### src/rtl/pipeline_hazard_ctrl_pkg.sv
// Shared pipeline-control definitions: interrupt FSM states, the NOP encoding
// used for flushed slots, and the default register-address width.
package pipeline_hazard_ctrl_pkg;

    localparam int          REG_ADDR_W = 5;
    localparam logic [31:0] kNOP       = 32'h0000_0013;

    typedef enum logic [1:0] {
        RUN   = 2'd0,
        DRAIN = 2'd1,
        ACK   = 2'd2
    } state_t;

endpackage

### src/rtl/pipeline_hazard_ctrl_hazard_detect.sv
// Load-use comparator between the decode sources and the execute-stage load.
// Latency: purely combinational; no backpressure, the result is consumed the same cycle.
module pipeline_hazard_ctrl_hazard_detect #(
    parameter int REG_ADDR_W = 5
) (
    input  logic [REG_ADDR_W-1:0] i_rs_addr,
    input  logic [REG_ADDR_W-1:0] i_rd_addr,
    input  logic                  i_reads_rs,
    input  logic                  i_reads_rd,
    input  logic                  i_ex_is_load,
    input  logic [REG_ADDR_W-1:0] i_ex_wr_addr,
    output logic                  o_load_use
);
    import pipeline_hazard_ctrl_pkg::*;

    logic w_rs_hit;
    logic w_rd_hit;

    // Register 0 is compared like any other address.
    assign w_rs_hit   = i_reads_rs & (i_rs_addr == i_ex_wr_addr);
    assign w_rd_hit   = i_reads_rd & (i_rd_addr == i_ex_wr_addr);
    assign o_load_use = i_ex_is_load & (w_rs_hit | w_rd_hit);

endmodule

### src/rtl/pipeline_hazard_ctrl.sv
// Per-stage stall/flush/interrupt control plus the interrupt drain sequencer.
// Latency: outputs zero-cycle from inputs and state; mem_busy freezes everything.
module pipeline_hazard_ctrl #(
    parameter int REG_ADDR_W   = pipeline_hazard_ctrl_pkg::REG_ADDR_W,
    parameter int DRAIN_CYCLES = 3
) (
    input  logic                  clk,
    input  logic                  reset_n,
    input  logic [REG_ADDR_W-1:0] id_rs_addr,
    input  logic [REG_ADDR_W-1:0] id_rd_addr,
    input  logic                  id_reads_rs,
    input  logic                  id_reads_rd,
    input  logic                  ex_is_load,
    input  logic [REG_ADDR_W-1:0] ex_wr_addr,
    input  logic                  ex_branch_taken,
    input  logic                  mem_busy,
    input  logic                  irq_req,
    output logic                  stall_f2d,
    output logic                  flush_f2d,
    output logic                  stall_d2e,
    output logic                  flush_d2e,
    output logic                  itr_d2e,
    output logic                  pc_sel_irq,
    output logic                  irq_ack
);
    import pipeline_hazard_ctrl_pkg::*;

    localparam int               CNT_W    = (DRAIN_CYCLES > 1) ? $clog2(DRAIN_CYCLES) : 1;
    localparam logic [CNT_W-1:0] CNT_INIT = CNT_W'(DRAIN_CYCLES - 1);

    state_t           r_state;
    state_t           w_state_nxt;
    logic [CNT_W-1:0] r_cnt;
    logic [CNT_W-1:0] w_cnt_nxt;
    logic             w_load_use;

    pipeline_hazard_ctrl_hazard_detect #(
        .REG_ADDR_W (REG_ADDR_W)
    ) u_hazard_detect (
        .i_rs_addr    (id_rs_addr),
        .i_rd_addr    (id_rd_addr),
        .i_reads_rs   (id_reads_rs),
        .i_reads_rd   (id_reads_rd),
        .i_ex_is_load (ex_is_load),
        .i_ex_wr_addr (ex_wr_addr),
        .o_load_use   (w_load_use)
    );

    always_ff @(posedge clk or negedge reset_n) begin
        if (!reset_n) begin
            r_state <= RUN;
            r_cnt   <= '0;
        end else begin
            r_state <= w_state_nxt;
            r_cnt   <= w_cnt_nxt;
        end
    end

    always_comb begin
        stall_f2d   = 1'b0;
        flush_f2d   = 1'b0;
        stall_d2e   = 1'b0;
        flush_d2e   = 1'b0;
        itr_d2e     = 1'b0;
        pc_sel_irq  = 1'b0;
        irq_ack     = 1'b0;
        w_state_nxt = r_state;
        w_cnt_nxt   = r_cnt;

        if (mem_busy) begin
            stall_f2d = 1'b1;
            stall_d2e = 1'b1;
        end else begin
            case (r_state)
                RUN: begin
                    // A redirect or load-use bubble this cycle defers interrupt entry.
                    if (ex_branch_taken) begin
                        flush_f2d = 1'b1;
                        flush_d2e = 1'b1;
                    end else if (w_load_use) begin
                        stall_f2d = 1'b1;
                        flush_d2e = 1'b1;
                    end else if (irq_req) begin
                        w_state_nxt = DRAIN;
                        w_cnt_nxt   = CNT_INIT;
                    end
                end
                DRAIN: begin
                    stall_f2d = 1'b1;
                    itr_d2e   = 1'b1;
                    // The branch target is discarded anyway once the vector is taken.
                    if (ex_branch_taken) begin
                        flush_f2d = 1'b1;
                        flush_d2e = 1'b1;
                    end
                    if (r_cnt == '0) begin
                        w_state_nxt = ACK;
                    end else begin
                        w_cnt_nxt = r_cnt - CNT_W'(1);
                    end
                end
                ACK: begin
                    irq_ack     = 1'b1;
                    pc_sel_irq  = 1'b1;
                    flush_f2d   = 1'b1;
                    itr_d2e     = 1'b1;
                    flush_d2e   = ex_branch_taken;
                    w_state_nxt = RUN;
                end
                default: begin
                    w_state_nxt = RUN;
                end
            endcase
        end
    end

endmodule

### config.mk
export PLATFORM = sky130hd
export DESIGN_NAME = pipeline_hazard_ctrl
export DESIGN_NICKNAME = d
export VERILOG_FILES = /design/src/rtl/pipeline_hazard_ctrl_pkg.sv /design/src/rtl/pipeline_hazard_ctrl_hazard_detect.sv /design/src/rtl/pipeline_hazard_ctrl.sv
export SDC_FILE = /design/constraint.sdc
export NUM_CORES = 1
export LEC_CHECK = 0
export ABC_AREA = 1
export CORE_MARGIN = 2
export CORE_UTILIZATION = 38
export CTS_CLUSTER_DIAMETER = 100
export DETAILED_ROUTE_END_ITERATION = 6
export HOLD_SLACK_MARGIN = 0.05
export PLACE_DENSITY = 0.87
export SYNTH_ARGS = -nofsm -noshare
export SYNTH_HDL_FRONTEND = slang
export SYNTH_SLANG_ARGS = --single-unit
### constraint.sdc
create_clock -name clk -period 1.6 [get_ports clk]
set_input_delay 0.32 -clock clk [delete_from_list [all_inputs] [get_ports clk]]
set_output_delay 0.32 -clock clk [all_outputs]
set_load 0.02 [all_outputs]
==> flow_summary.json, run 1 <==
{
  "area_growth_syn_to_layout_pct": 76.1,
  "via_count": 756,
  "drt_iter0_markers": 9,
  "totalNegativeSetupSlack_ns": -0.0698,
  "grt.met2_usage": 0.330,
  "drcViolationCount": 0,
  "n_fill_cell": 126,
  "power_density_nw_per_um2": 1230,
  "io_buffers": 29,
  "cells_along_the_critical_path": "inv_2 -> ha_4 -> nand2_2 -> inv_2 -> nand2_4 -> nand2_2 -> nand2_2 -> nor2_4 -> buf_6",
  "timing_max_transition_violations_final": 0,
  "avgSynthCellArea_um2": 5.38,
  "core_area_um2": 1450,
  "initial_antenna_violation_count": 0,
  "worst_slew_pin_slew_ns": 0.343,
  "hold_path.class": "input port to async pin",
  "via_count_of_the_first_global_routing_pass": 673,
  "post_cts_hold_buffer_count": 0,
  "antenna_viol_nets_final": 0,
  "gr-total-overflow": 0,
  "vdd.ir_drop.worst_v": 0.000888,
  "chipHeight_um": 42.9,
  "route.detailed.wl_per_inst_um": 10.7,
  "critPathMaxStageDelay_ns": 0.39,
  "violations": "setup timing",
  "drive_above_1_share": 0.381,
  "ys_ff_latch": 4,
  "grt_use_met1": 0.222,
  "cts-buffers-inserted": 3,
  "max_cap_viol_count": 0,
  "design_area_um2": 1010,
  "worst-endpoint-required_ns": 1.28,
  "via_per_inst": 4.64,
  "cpMostUsedCell": "sky130_fd_sc_hd__nand2_2",
  "finish.utilization": 0.697,
  "die_w_um": 42.9,
  "critical_path_arrival_ns": 1.34,
  "run_status": "finished, violations left",
  "cts.sink_count": 4,
  "critical_path.endpoint_type": "output pin",
  "root_buffer": "sky130_fd_sc_hd__clkbuf_4",
  "antennaDiodeCount": 0,
  "mostFrequentLayoutCells": "sky130_fd_sc_hd__nand2_1 (35), sky130_fd_sc_hd__inv_1 (15), sky130_fd_sc_hd__buf_4 (12)",
  "post_synth_instance_area_um2": 576,
  "ctsLongestPathBuffers": 2,
  "top_level_ports": 30,
  "first_pass_grt_wire_length_mm": 2.69,
  "time_the_final_worst_path_needs_with_i_o_delays_and_setup_ns": 1.66,
  "max_freq_mhz": 601,
  "cp_max_fo": 3,
  "synth.yosys.seq_area_share": 0.174,
  "mappedNetlistNets": 135,
  "grt_setup_unrepaired": "yes",
  "cts_tree": "built",
  "num_rows": 14,
  "dieArea_um2": 1840,
  "multi_input_comb_area_um2": 457,
  "final.setup_skew_ns": 0.00121,
  "drt-pass1-iter-count": 4,
  "clock_insertion_delay_worst_skew_ns": 0.23,
  "crit_type": "flip-flop to output pin",
  "most_common_cell_after_layout_fill_and_taps_aside": "sky130_fd_sc_hd__nand2_1",
  "place.detailed.hpwl_mm": 1.22,
  "timing.slew.headroom": 0.771,
  "synth_cell_types": 13,
  "cts.htree.levels": 1,
  "cts.clk_slew.worst_paths_ns": 0.04,
  "routed_wirelength_mm": 1.74,
  "post-route-worst-setup-slack_ns": -0.0644,
  "initial_core_util": 0.396,
  "critical_path_source_type": "flip-flop",
  "fin_nets": 177,
  "post_dp_cell_area_um2": 941,
  "groute.layer.met3.usage": 0.0255,
  "fin_worst_hold_slack_ns": 0.287,
  "synth_cells": 107,
  "timing.critical_path.slowest_stage_cell": "sky130_fd_sc_hd__dfrtp_1",
  "worstRegToRegCells": 11,
  "leakage_power_summed_over_all_cells_nw": 0.599,
  "grt_max_degree": 7,
  "gr-usage-all-layers": 0.194,
  "sequential_cell_area_um2": 100,
  "layout_worst_path_cycle_share": 1.04,
  "hold_viol": 0,
  "place.gp.congestion": 0.783,
  "timing.final.setup_violations": 2,
  "synth.yosys.warnings": 0,
  "top_usage_layer": "met2"
}
-- logic make-up after synthesis --
family	after synthesis	synth area share
and+or+nand+nor	66	0.478
DFF	4	0.174
buffers and inverters	26	0.183
AOI/OAI and AO/OA	6	0.0565
adders and majority gates	5	0.109
-- per-layer routing --
layer	part of all wire	vias to the layer above	wire length, µm
met2	0.52	23	902
met1	0.40	332	699
met4	0.021	0	36
met5	0	-	0
li1	-	397	-
met3	0.059	4	103
-- stage by stage --
step / worst slack, ns / power, mW / instances
finish: -0.0644 / 1.25 / 163
global route: -0.168 / 1.38 / 163
CTS: -0.0742 / 1.09 / 162
detailed placement: -0.855 / 0.908 / 159
global placement: -0.837 / 0.883 / 159
floorplan: 0.0396 / 0.590 / 107
-- power by group --
group	total [mW]	internal [mW]	switching, mW
sequential	0.181	0.150	0.0306
clock	0.119	0.0835	0.0356
combinational	0.947	0.439	0.508
-- registers in the layout, summed over array words and instances, names as in the netlist --
name     count
r_cnt        2
r_state      2
-- cell type report --
cell class / instances / area share
timing repair buffer: 39 / 0.320
sequential: 4 / 0.0988
inverter: 24 / 0.0889
clock buffer: 3 / 0.0222
multi-input combinational: 77 / 0.451
tap: 16 / 0.0198
-- worst paths after layout --
| kind | startpoint | to | slack, ns |
|---|---|---|---|
| max | r_state[1] | flush_d2e | -0.06 |
| min | reset_n | r_cnt[0] | 0.29 |
| max reg2reg | r_state[1] | r_cnt[1] | 0.03 |
| min reg2reg | r_cnt[1] | r_cnt[1] | 0.46 |
| max in group asynchronous | reset_n | r_state[1] | 1.16 |
| min in group clk | r_cnt[1] | r_cnt[1] | 0.46 |
-- critical path, delay by kind of cell (launching register included) --
kind / cells / cell delay, ns
flops: 1 / 0.39
buf+inv: 3 / 0.26
fa+ha+maj: 1 / 0.16
simple gates: 5 / 0.31
-- Yosys cell counts, drive strengths merged --
cell	count	area, µm²
a21boi	1	7.51
a21oi	2	10.0
buf	2	15.0
dfrtp	4	100
ha	5	62.6
inv	24	90.1
nand2	40	163
nand3	4	20.0
nand4	4	25.0
nor2	18	67.6
o21ai	3	15.0
-- repair_timing --
action	4_1_cts	5_1_grt
setup endpoints to repair	9	10
setup buffers	0	1
pin swaps	22	18
resized for setup	77	33
Power figures use the tool's default switching activity.
==> run 2, diff against run 1 <==
--- a/config.mk
+++ b/config.mk
@@ -7,11 +7,13 @@
 export LEC_CHECK = 0
 export ABC_AREA = 1
 export CORE_MARGIN = 2
-export CORE_UTILIZATION = 38
+export CORE_UTILIZATION = 40
+export CTS_BUF_LIST = sky130_fd_sc_hd__clkbuf_4 sky130_fd_sc_hd__clkbuf_8
 export CTS_CLUSTER_DIAMETER = 100
 export DETAILED_ROUTE_END_ITERATION = 6
 export HOLD_SLACK_MARGIN = 0.05
-export PLACE_DENSITY = 0.87
+export PLACE_DENSITY = 0.9
+export SLEW_MARGIN = 20
 export SYNTH_ARGS = -nofsm -noshare
 export SYNTH_HDL_FRONTEND = slang
 export SYNTH_SLANG_ARGS = --single-unit
==> flow_summary.json, run 2 (synthesis results as in run 1) <==
{
  "run_status": "finished, violations left",
  "violations": "setup timing",
  "worst-r2r-setup-slack_ns": 0.01,
  "timing.critical_path.slowest_stage_cell": "sky130_fd_sc_hd__dfrtp_1",
  "ctsLongestPathBuffers": 2,
  "via_count_of_the_first_global_routing_pass": 754,
  "cts.sink_count": 4,
  "via_per_inst": 4.72,
  "critical_path_source_type": "flip-flop",
  "drive_above_1_share": 0.424,
  "top_level_ports": 30,
  "dieArea_um2": 1760,
  "cts-buffers-inserted": 3,
  "io_buffers": 29,
  "worst-endpoint-required_ns": 1.28,
  "cts.htree.levels": 1,
  "fin_nets": 181,
  "cp.depth": 7,
  "chipHeight_um": 41.9,
  "crit_type": "flip-flop to output pin",
  "initial_core_util": 0.437,
  "mostFrequentLayoutCells": "sky130_fd_sc_hd__nand2_1 (34), sky130_fd_sc_hd__inv_1 (15), sky130_fd_sc_hd__buf_4 (15)",
  "drt-pass1-iter-count": 4,
  "worstPathBufferInverterCount": 2,
  "initial_antenna_violation_count": 0,
  "gr-usage-all-layers": 0.216,
  "max_cap_viol_count": 0,
  "critPathTopFamily": "flip-flops",
  "time_the_final_worst_path_needs_with_i_o_delays_and_setup_ns": 1.68,
  "post_cts_hold_buffer_count": 0,
  "critical_path.endpoint_type": "output pin",
  "power_density_nw_per_um2": 1240,
  "timing_max_transition_violations_final": 0,
  "place.detailed.hpwl_mm": 1.34,
  "critPathMaxStageDelay_ns": 0.38,
  "hold_viol": 0,
  "finish.utilization": 0.794,
  "totalNegativeSetupSlack_ns": -0.120,
  "num_rows": 13,
  "drt_iter0_markers": 11,
  "worst_case_setup_slack_after_placement_ns": -0.888,
  "antennaDiodeCount": 0,
  "layoutNonFillerInstCount": 166,
  "design_area_um2": 1050,
  "hold_path.class": "input port to async pin",
  "area_growth_syn_to_layout_pct": 81.7,
  "leakage_power_summed_over_all_cells_nw": 0.608,
  "root_buffer": "sky130_fd_sc_hd__clkbuf_4",
  "cells_along_the_critical_path": "inv_2 -> ha_4 -> o21ai_1 -> nand2_2 -> nand2_2 -> nor2_4 -> buf_6",
  "layout_worst_path_cycle_share": 1.05,
  "die_w_um": 41.9,
  "critical_path_arrival_ns": 1.36,
  "worst_slew_pin_slew_ns": 0.252,
  "cts.clk_slew.worst_paths_ns": 0.04,
  "route.detailed.wl_per_inst_um": 11.5,
  "worstRegToRegCells": 11,
  "routed_wirelength_mm": 1.90,
  "cts_tree": "built",
  "post-place-cells": 160,
  "max_freq_mhz": 596,
  "grt_setup_unrepaired": "yes",
  "clock_insertion_delay_worst_skew_ns": 0.23,
  "reg.largest.list": "r_cnt x2, r_state x2",
  "grt_max_degree": 7,
  "timing.slew.headroom": 0.832,
  "first_pass_grt_wire_length_mm": 2.95,
  "via_count": 784,
  "post_dp_cell_area_um2": 955,
  "place.gp.congestion": 0.825,
  "totalPowerFinal_mw": 1.30,
  "post-route-worst-setup-slack_ns": -0.0773,
  "final.setup_skew_ns": 0.00138,
  "cp_max_fo": 2,
  "vdd.ir_drop.worst_v": 0.00102,
  "gr-total-overflow": 0,
  "drcViolationCount": 0,
  "most_common_cell_after_layout_fill_and_taps_aside": "sky130_fd_sc_hd__nand2_1",
  "timing.final.setup_violations": 2,
  "cpMostUsedCell": "sky130_fd_sc_hd__nand2_2",
  "fin_worst_hold_slack_ns": 0.288,
  "antenna_viol_nets_final": 0,
  "core_area_um2": 1320
}
[run 2: per-layer routing]
metal	global-route usage	wire length, µm
met1	0.218	747
met2	0.403	1040
met3	0.0391	69
met4	0.129	42
met5	0	0
[run 2: report_power, final]
| part | total, mW | internal (mW) | switching [mW] |
|---|---|---|---|
| combinational | 0.989 | 0.458 | 0.531 |
| sequential | 0.185 | 0.150 | 0.0348 |
| clock | 0.121 | 0.0837 | 0.0377 |
| total | 1.30 | 0.692 | 0.603 |
[run 2: what timing repair did]
action                                  in CTS  in global routing
pin swaps                                   25                 15
setup buffers                                1                  3
endpoints found under the setup margin       7                  9
endpoints found under the hold margin        0                  0
gates resized for setup                     84                 36
[run 2: area by class of cell]
cell class / instances / area [µm²]
Multi-Input combinational cell: 77 / 473
Timing Repair Buffer: 43 / 339
Fill cell: 93 / 272
Sequential cell: 4 / 100
Inverter: 24 / 92.6
Clock buffer: 3 / 22.5
Tap cell: 15 / 18.8
[run 2: worst paths after layout]
kind,start,endpoint
worst max-delay path,r_state[1],flush_d2e
worst min-delay path,reset_n,r_cnt[0]
worst max register to register,r_state[1],r_cnt[0]
worst min register to register,r_cnt[1],r_cnt[1]
max in group asynchronous,reset_n,r_state[0]
min in group clk,r_cnt[1],r_cnt[1]
==> run 3, diff against run 2 <==
--- a/config.mk
+++ b/config.mk
@@ -6,10 +6,9 @@
 export NUM_CORES = 1
 export LEC_CHECK = 0
 export ABC_AREA = 1
-export CORE_MARGIN = 2
+export CORE_MARGIN = 10
 export CORE_UTILIZATION = 40
 export CTS_BUF_LIST = sky130_fd_sc_hd__clkbuf_4 sky130_fd_sc_hd__clkbuf_8
-export CTS_CLUSTER_DIAMETER = 100
 export DETAILED_ROUTE_END_ITERATION = 6
 export HOLD_SLACK_MARGIN = 0.05
 export PLACE_DENSITY = 0.9
==> flow_summary.json, run 3 (synthesis results as in run 1) <==
{
  "mostFrequentLayoutCells": "sky130_fd_sc_hd__nand2_1 (33), sky130_fd_sc_hd__inv_1 (16), sky130_fd_sc_hd__nor2_1 (13), sky130_fd_sc_hd__buf_4 (13), sky130_fd_sc_hd__inv_2 (7)",
  "leakage_power_summed_over_all_cells_nw": 0.607,
  "critPathTopFamily": "simple AND/OR/NAND/NOR gates",
  "drcViolationCount": 0,
  "max_cap_viol_count": 0,
  "area_growth_syn_to_layout_pct": 77.8,
  "core_area_um2": 1330,
  "num_rows": 13,
  "timing.slew.headroom": 0.845,
  "grt_max_degree": 7,
  "top_level_ports": 30,
  "clock_power_share": 0.095,
  "via_count": 780,
  "final.setup_skew_ns": 0.00128,
  "post_dp_cell_area_um2": 940,
  "layoutNonFillerInstCount": 165,
  "worst-endpoint-required_ns": 1.28,
  "worstRegToRegCells": 11,
  "drt-pass1-iter-count": 3,
  "post_cts_hold_buffer_count": 0,
  "post-route-worst-setup-slack_ns": -0.0890,
  "gr-total-overflow": 0,
  "ctsLongestPathBuffers": 2,
  "cts.htree.levels": 1,
  "hold_viol": 0,
  "reg.largest.list": "r_cnt x2, r_state x2",
  "initial_core_util": 0.432,
  "critical_path_arrival_ns": 1.37,
  "dr_wl_met3_um": 67,
  "timing.final.setup_violations": 4,
  "r2r_end": "r_cnt[1]",
  "die_w_um": 57.9,
  "cells_along_the_critical_path": "clkdlybuf4s15_2 -> inv_1 -> nand2_1 -> nand2_1 -> nor2_1 -> nand3_1 -> nand2_2 -> nand2_4 -> nand2_2 -> nand2_2 -> nor2_2 -> buf_6",
  "n_fill_cell": 106,
  "post-place-cells": 158,
  "timing.critical_path.slowest_stage_cell": "sky130_fd_sc_hd__clkdlybuf4s15_2",
  "finish.utilization": 0.767,
  "cpMostUsedCell": "sky130_fd_sc_hd__nand2_2",
  "power_density_nw_per_um2": 1250,
  "route.detailed.wl_per_inst_um": 12.6,
  "hold_path.class": "input port to async pin",
  "run_status": "finished, violations left",
  "pwr-share-seq": 0.144,
  "antenna_viol_nets_final": 0,
  "vdd.ir_drop.worst_v": 0.000928,
  "cts.clk_slew.worst_paths_ns": 0.04,
  "time_the_final_worst_path_needs_with_i_o_delays_and_setup_ns": 1.69,
  "critPathMaxStageDelay_ns": 0.19,
  "worst_slew_pin_slew_ns": 0.232,
  "grt_setup_unrepaired": "yes",
  "layout_worst_path_cycle_share": 1.06,
  "internal_power_mw": 0.702,
  "place.gp.congestion": 0.786,
  "setup.worst_path.start": "ex_wr_addr[4]",
  "max_freq_mhz": 592,
  "cts_tree": "built",
  "dieArea_um2": 3360,
  "routed_wirelength_mm": 2.08,
  "worst-r2r-setup-slack_ns": 0.07,
  "first_pass_grt_wire_length_mm": 3.37,
  "place.detailed.hpwl_mm": 1.62,
  "routedLengthMet1_um": 745,
  "via_per_inst": 4.73,
  "timing_max_transition_violations_final": 0,
  "chipHeight_um": 57.9,
  "design_area_um2": 1020,
  "initial_antenna_violation_count": 0,
  "totalNegativeSetupSlack_ns": -0.229,
  "routed-wl-met2_mm": 1.23,
  "r2r_start": "r_state[1]",
  "top_layer": "met4",
  "net_switching_power_of_the_design_mw": 0.578,
  "drt_iter0_markers": 12,
  "critical_path_source_type": "input port",
  "antennaDiodeCount": 0,
  "critical_path.endpoint_type": "output pin",
  "crit_type": "input port to output pin",
  "violations": "setup timing",
  "fin_worst_hold_slack_ns": 0.283,
  "cp.depth": 12,
  "gr-usage-all-layers": 0.123,
  "drive_above_1_share": 0.353,
  "clock_insertion_delay_worst_skew_ns": 0.23,
  "power_switching_share": 0.452,
  "timing.critical_path.to": "flush_d2e",
  "io_buffers": 29,
  "fin_nets": 180,
  "worstPathBufferInverterCount": 3,
  "combPwrFrac": 0.762,
  "cts-buffers-inserted": 3,
  "most_common_cell_after_layout_fill_and_taps_aside": "sky130_fd_sc_hd__nand2_1",
  "cp_max_fo": 3,
  "via_count_of_the_first_global_routing_pass": 783,
  "root_buffer": "sky130_fd_sc_hd__clkbuf_4",
  "cts.sink_count": 4
}
run 3: changes by cell type in the layout (fill, tap and decap cells not counted), moves of 2 or more:
cell	change
sky130_fd_sc_hd__buf_2	-5
sky130_fd_sc_hd__buf_4	-2
sky130_fd_sc_hd__dlygate4sd2_1	+2
sky130_fd_sc_hd__nand3_1	+3
sky130_fd_sc_hd__nand3_2	-3
sky130_fd_sc_hd__nor2_1	+3
sky130_fd_sc_hd__nor2_2	-2
run 3: how the worst min path moves through the flow:
stage / startpoint / endpoint / cells after the start
finish: reset_n / r_state[0] / 1
global route: reset_n / r_state[1] / 1
CTS: reset_n / r_state[0] / 1
detailed placement: r_cnt[1] / r_cnt[1] / 2
global placement: r_cnt[1] / r_cnt[1] / 2
floorplan: reset_n / r_cnt[0] / 0
run 3: power by group through the flow:
stage | clock network, mW | registers (mW) | logic [mW]
2_1_floorplan | 0 | 0.182 | 0.408
4_1_cts | 0.129 | 0.182 | 0.804
6_report | 0.121 | 0.184 | 0.975
5_1_grt | 0.130 | 0.190 | 1.07
3_3_place_gp | 0 | 0.176 | 0.712
3_5_place_dp | 0 | 0.179 | 0.749
run 3: area by class of cell:
cell class	count	area (µm²)	share of cell area
clock buffers	3	22.5	0.0220
repair buffers	42	354	0.346
well taps	15	18.8	0.0183
inverters	24	92.6	0.0905
flip-flops and latches	4	100	0.0978
multi-input cells	77	435	0.425
run 3: layer usage:
| layer | GRT usage | up-vias |
|---|---|---|
| met3 | 0.0131 | 4 |
| met1 | 0.111 | 357 |
| li1 | - | 403 |
| met2 | 0.256 | 16 |
| met4 | 0.0604 | 0 |
| met5 | 0 | - |
run 3: worst reg2reg max path, stage by stage, from the launching register on:
cell,delay (ns)
sky130_fd_sc_hd__dfrtp_1,0.36
sky130_fd_sc_hd__inv_2,0.06
sky130_fd_sc_hd__buf_4,0.15
sky130_fd_sc_hd__ha_4,0.16
sky130_fd_sc_hd__buf_6,0.12
sky130_fd_sc_hd__inv_4,0.07
sky130_fd_sc_hd__nor2_4,0.04
sky130_fd_sc_hd__a21oi_2,0.10
sky130_fd_sc_hd__nor2_1,0.06
sky130_fd_sc_hd__buf_4,0.15
sky130_fd_sc_hd__nand4_1,0.09
sky130_fd_sc_hd__nand2_1,0.06
run 3: timing repair:
action                     CTS  global route
pin swaps                   24            15
setup buffers                2             2
setup endpoints to repair    9            10
gates resized for setup     69            33
run 3: through the flow:
step | power (mW) | setup slack, ns
2_1_floorplan | 0.590 | 0.0396
3_3_place_gp | 0.889 | -0.816
3_5_place_dp | 0.928 | -0.865
4_1_cts | 1.12 | -0.0919
5_1_grt | 1.39 | -0.182
6_report | 1.28 | -0.0890
